$ cat src/rtl/prog_pkg.sv
// Shared definitions for the programming path: command bytes and loader FSM encoding.
// The I2C slave and the processor import this package as well.
package prog_pkg;

    localparam logic [7:0] PROG_CMD_PROG = 8'hA5;
    localparam logic [7:0] PROG_CMD_RUN  = 8'h5A;

    typedef enum logic [2:0] {
        ST_IDLE = 3'd0,
        ST_CMD  = 3'd1,
        ST_ADDR = 3'd2,
        ST_DATA = 3'd3,
        ST_SKIP = 3'd4
    } prog_state_e;

endpackage

$ cat src/rtl/prog_loader.sv
// Loads program bytes received over I2C into an external program memory
// and gates the processor run signal.
//
// state | meaning
// IDLE  | bus idle or foreign traffic; waiting for START
// CMD   | next byte is the command
// ADDR  | next byte is the start address
// DATA  | bytes are written to memory at the auto-incrementing pointer
// SKIP  | remaining bytes of this transaction are discarded
module prog_loader
    import prog_pkg::*;
#(
    parameter int unsigned ADDR_W   = 4,
    parameter logic [7:0]  CMD_PROG = PROG_CMD_PROG,
    parameter logic [7:0]  CMD_RUN  = PROG_CMD_RUN
) (
    input  logic              clk,
    input  logic              rst,
    input  logic              rx_start,
    input  logic              rx_stop,
    input  logic              rx_valid,
    input  logic [7:0]        rx_data,
    output logic              mem_we,
    output logic [ADDR_W-1:0] mem_addr,
    output logic [7:0]        mem_wdata,
    output logic              cpu_run,
    output logic [7:0]        checksum,
    output logic              err_cmd,
    output logic              err_ovf
);

    localparam int unsigned       CNT_W     = ADDR_W + 1;
    localparam int unsigned       DEPTH     = 1 << ADDR_W;
    localparam logic [CNT_W-1:0]  CNT_DEPTH = CNT_W'(DEPTH);
    localparam logic [CNT_W-1:0]  CNT_MAX   = '1;
    localparam logic [CNT_W-1:0]  CNT_ONE   = CNT_W'(1);
    localparam logic [ADDR_W-1:0] PTR_ONE   = ADDR_W'(1);

    prog_state_e       state_q, state_d;
    logic [ADDR_W-1:0] ptr_q, ptr_d;
    logic [CNT_W-1:0]  cnt_q, cnt_d;
    logic              mem_we_q, mem_we_d;
    logic [ADDR_W-1:0] mem_addr_q, mem_addr_d;
    logic [7:0]        mem_wdata_q, mem_wdata_d;
    logic              cpu_run_q, cpu_run_d;
    logic [7:0]        checksum_q, checksum_d;
    logic              err_cmd_q, err_cmd_d;
    logic              err_ovf_q, err_ovf_d;

    always_ff @(posedge clk or posedge rst) begin
        if (rst) begin
            state_q     <= ST_IDLE;
            ptr_q       <= '0;
            cnt_q       <= '0;
            mem_we_q    <= 1'b0;
            mem_addr_q  <= '0;
            mem_wdata_q <= '0;
            cpu_run_q   <= 1'b0;
            checksum_q  <= '0;
            err_cmd_q   <= 1'b0;
            err_ovf_q   <= 1'b0;
        end else begin
            state_q     <= state_d;
            ptr_q       <= ptr_d;
            cnt_q       <= cnt_d;
            mem_we_q    <= mem_we_d;
            mem_addr_q  <= mem_addr_d;
            mem_wdata_q <= mem_wdata_d;
            cpu_run_q   <= cpu_run_d;
            checksum_q  <= checksum_d;
            err_cmd_q   <= err_cmd_d;
            err_ovf_q   <= err_ovf_d;
        end
    end

    always_comb begin
        state_d     = state_q;
        ptr_d       = ptr_q;
        cnt_d       = cnt_q;
        mem_we_d    = 1'b0;
        mem_addr_d  = mem_addr_q;
        mem_wdata_d = mem_wdata_q;
        cpu_run_d   = cpu_run_q;
        checksum_d  = checksum_q;
        err_cmd_d   = err_cmd_q;
        err_ovf_d   = err_ovf_q;

        // A (repeated) START overrides both a colliding byte and a colliding STOP.
        if (rx_start) begin
            state_d = ST_CMD;
        end else begin
            if (rx_valid) begin
                case (state_q)
                    ST_CMD: begin
                        if (rx_data == CMD_PROG) begin
                            state_d    = ST_ADDR;
                            checksum_d = '0;
                            cpu_run_d  = 1'b0;
                            err_ovf_d  = 1'b0;
                            cnt_d      = '0;
                        end else if (rx_data == CMD_RUN) begin
                            cpu_run_d = 1'b1;
                            state_d   = ST_SKIP;
                        end else begin
                            err_cmd_d = 1'b1;
                            state_d   = ST_SKIP;
                        end
                    end
                    ST_ADDR: begin
                        ptr_d   = rx_data[ADDR_W-1:0];
                        state_d = ST_DATA;
                    end
                    ST_DATA: begin
                        mem_we_d    = 1'b1;
                        mem_addr_d  = ptr_q;
                        mem_wdata_d = rx_data;
                        ptr_d       = ptr_q + PTR_ONE;
                        checksum_d  = checksum_q + rx_data;
                        // cnt_q already counts DEPTH bytes: this one overflows.
                        if (cnt_q >= CNT_DEPTH) begin
                            err_ovf_d = 1'b1;
                        end
                        if (cnt_q != CNT_MAX) begin
                            cnt_d = cnt_q + CNT_ONE;
                        end
                    end
                    default: begin
                    end
                endcase
            end
            if (rx_stop) begin
                state_d = ST_IDLE;
            end
        end
    end

    assign mem_we    = mem_we_q;
    assign mem_addr  = mem_addr_q;
    assign mem_wdata = mem_wdata_q;
    assign cpu_run   = cpu_run_q;
    assign checksum  = checksum_q;
    assign err_cmd   = err_cmd_q;
    assign err_ovf   = err_ovf_q;

endmodule

$ cat config.mk
export PLATFORM = sky130hd
export DESIGN_NAME = prog_loader
export DESIGN_NICKNAME = d
export VERILOG_FILES = /design/src/rtl/prog_pkg.sv /design/src/rtl/prog_loader.sv
export SDC_FILE = /design/constraint.sdc
export NUM_CORES = 1
export LEC_CHECK = 0
export CAP_MARGIN = 20
export CORE_MARGIN = 1
export CORE_UTILIZATION = 23
export CTS_BUF_LIST = sky130_fd_sc_hd__clkbuf_8 sky130_fd_sc_hd__clkbuf_16
export CTS_CLUSTER_DIAMETER = 100
export DETAILED_ROUTE_END_ITERATION = 8
export HOLD_SLACK_MARGIN = 0.03
export PLACE_DENSITY_LB_ADDON = 0.1
export SETUP_SLACK_MARGIN = 0.3
export SLEW_MARGIN = 10
export SYNTH_ARGS = -nofsm -noshare
export SYNTH_HDL_FRONTEND = slang
export SYNTH_SLANG_ARGS = --single-unit
$ cat constraint.sdc
create_clock -name clk -period 2.7 [get_ports clk]
set_input_delay 0.405 -clock clk [delete_from_list [all_inputs] [get_ports clk]]
set_output_delay 0.405 -clock clk [all_outputs]
set_load 0.01 [all_outputs]
==> results.json <==
{
  "grt_pass1_wl_mm": 8.24,
  "synth_seq_cells": 36,
  "netlist.area_leader.share": 0.479,
  "drt_first_pass_iters": 4,
  "synth_xor_area_frac": 0.0140,
  "ant_nets": 0,
  "yosys.area_share.simple": 0.209,
  "hold_violations": 0,
  "worstMarginPinSlew_ps": 562,
  "synth_compound_area_frac": 0.181,
  "root_buffer": "clkbuf_8",
  "fin_tns_setup_ps": 0,
  "critPathRequiredTime_ps": 2920,
  "syn_area_per_cell_sq_um": 9.50,
  "grt_pass1_vias": 1576,
  "hold_slack_ps": 473,
  "grt_max_degree": 37,
  "async_reset_ff_frac": 1.00,
  "ys.flop_type": "dfrtp_1",
  "drt_iter0_markers": 44,
  "finalSetupViolations": 0,
  "power_leakage_nw": 1.23,
  "num_io_pins": 37,
  "yosysWarnings": 0,
  "finalPower_mw": 0.999,
  "clk_pin_slew_ps": 70,
  "drv_cap": 0,
  "diodes": 0,
  "worstSetupEndpointType": "register",
  "cts_tree": "done",
  "synth_top_family_by_area": "simple AND/OR/NAND/NOR gates",
  "coreArea_sq_mm": 0.00781,
  "path_buf_inv": 1,
  "synth.distinct_cells": 42,
  "finClkSkew_ps": 5.49,
  "worst_path_largest_cell_delay_ps": 470,
  "irDropWorstVdd_uv": 144,
  "h-tree-depth": 2,
  "slew_headroom": 0.620,
  "synth_edf_count": 0,
  "place_hpwl_mm": 3.62,
  "cp.arrival_ps": 2430,
  "outcome": "completed",
  "cts.path.max_buffers": 2,
  "crit_chain": "clkdlybuf4s50_1 -> ha_2 -> fa_1 -> a21o_2 -> a21o_1 -> a2111oi_4 -> a31oi_1 -> o21ai_1",
  "fmax_mhz": 452,
  "area_growth_pct": 36.2,
  "cts_sinks": 36,
  "initial_core_util": 0.241,
  "synth_common_cells": "nand2_1 (47), dfrtp_1 (36), a21oi_1 (16), ha_1 (10)",
  "chipHeight_microns": 92.5,
  "antenna_found_initial": 0,
  "grt_setup_unrepaired": "false",
  "synthesis.area_sq_mm": 0.00188,
  "fin_cells": 353,
  "grt.total_usage": 0.126,
  "timing.final.crit_share": 0.820,
  "routed_wl_mm": 4.93,
  "gp_congestion": 0.712,
  "seq_area_frac_synth": 0.479,
  "start_kind": "input pin",
  "grt_overflow": 0,
  "drcViolationCount": 0,
  "worstSetupPathType": "in -> reg",
  "period_minus_slack_ps": 2210,
  "syn-num-nets": 222,
  "crit_slowest_cell": "clkdlybuf4s50_1",
  "cts_buffers": 5,
  "dp.cells": 346,
  "min_path_type": "reg -> reg",
  "crit_family": "compound AO/OA/AOI/OAI gates",
  "critPathMaxFanout": 3,
  "vias_per_cell": 4.43,
  "die_w_microns": 92.5,
  "synthCells": 198,
  "clock_latency_ps": 280,
  "yosysMostFrequentCell": "nand2_1",
  "power_density_mw_per_mm2": 390,
  "slew_violations": 0,
  "port_buffers": 36,
  "synthTopCellsByArea": "dfrtp_1 (48%), nand2_1 (9.4%), ha_1 (6.6%), a21oi_1 (4.3%), o21ai_0 (2.4%)",
  "yosys-mux-area-fraction": 0.0166,
  "synth_top_area_cell": "dfrtp_1",
  "rows": 32,
  "die-area_sq_mm": 0.00855,
  "wl_per_cell_microns": 14.0,
  "postCtsSetupRepairBufs": 0,
  "final_nets": 275,
  "vias": 1565,
  "drive_gt1_frac": 0.116,
  "synth_fa_ha_area_frac": 0.0771
}
-- logic make-up after synthesis --
logic type      Yosys count
simple gates             81
compound gates           53
flops                    36
buf+inv                  11
fa+ha+maj                11
xor+xnor                  3
mux                       3
-- state kept, by name (all words and copies together) (netlist names) --
register and count:
checksum 8, mem_wdata 8, cnt_q 5, mem_addr 4
ptr_q 4, state_q 3, cpu_run 1, err_cmd 1
err_ovf 1, mem_we 1
-- layout by cell type, fill, tap and decap left out, types with 2 or more instances in the layout --
master	instances
a211o_1	2
a21o_1	5
a21oi_1	16
a22o_1	4
a31oi_1	4
and3_1	2
and3b_1	3
buf_4	16
clkbuf_8	5
clkdlybuf4s50_1	36
dfrtp_1	36
ha_1	9
inv_1	6
mux2i_1	2
nand2_1	47
nand3_1	2
nor2_1	9
nor2b_1	3
nor3_1	5
o21ai_0	8
o21ai_1	4
o21bai_1	2
o31ai_1	2
xnor2_1	2
-- worst reg2reg max path: stages (launching register included) --
cell       delay, ps
dfrtp_1          410
ha_2             200
fa_1             380
a21o_2           220
a21o_1           200
a2111oi_4        340
a31oi_1           80
o21ai_1          120
-- what timing repair did --
item / in CTS / in global routing
hold buffers: 0 / 0
setup endpoints to repair: 0 / 1
resized for setup: 0 / 5
-- final cells by class --
| type | count | area, sq um |
|---|---|---|
| fill | 847 | 5250 |
| clock inverter | 2 | 8.76 |
| multi-input combinational | 151 | 957 |
| tap | 102 | 128 |
| timing repair buffer | 52 | 480 |
| sequential | 36 | 901 |
| clock buffer | 5 | 68.8 |
| inverter | 5 | 18.8 |
-- stage by stage --
stage               instance area, sq um   util  setup WS (ps)
global route                        2560  0.328            323
floorplan                           1880      -            613
finish                              2560  0.328            487
detailed placement                  2460  0.316           36.3
global placement                    2460  0.316           65.0
CTS                                 2540  0.325            356
-- per-layer routing --
metal / wire length (microns) / GRT usage / up-vias
li1: - / - / 805
met1: 2490 / 0.172 / 731
met2: 2250 / 0.198 / 25
met3: 120 / 0.0246 / 4
met4: 72 / 0.0430 / 0
met5: 0 / 0 / -
-- where the power goes --
group / leakage, nW / switching, mW / internal, mW
Sequential: 0.495 / 0.00405 / 0.542
Clock: 0.0452 / 0.194 / 0.172
Combinational: 0.689 / 0.0448 / 0.0428
-- worst paths after layout --
kind | slack, ps | start | cells past startpoint | to
setup / recovery | 490 | rx_data[0] | 8 | checksum[6]
hold / removal | 470 | mem_wdata[4] | 2 | mem_wdata[4]
setup reg to reg | 690 | checksum[0] | 7 | checksum[6]
hold reg to reg | 470 | mem_wdata[4] | 2 | mem_wdata[4]
max in group asynchronous | 1830 | rst | 3 | mem_wdata[7]
min in group asynchronous | 530 | rst | 3 | state_q[0]
No activity file was read; power rests on OpenSTA's default activity.
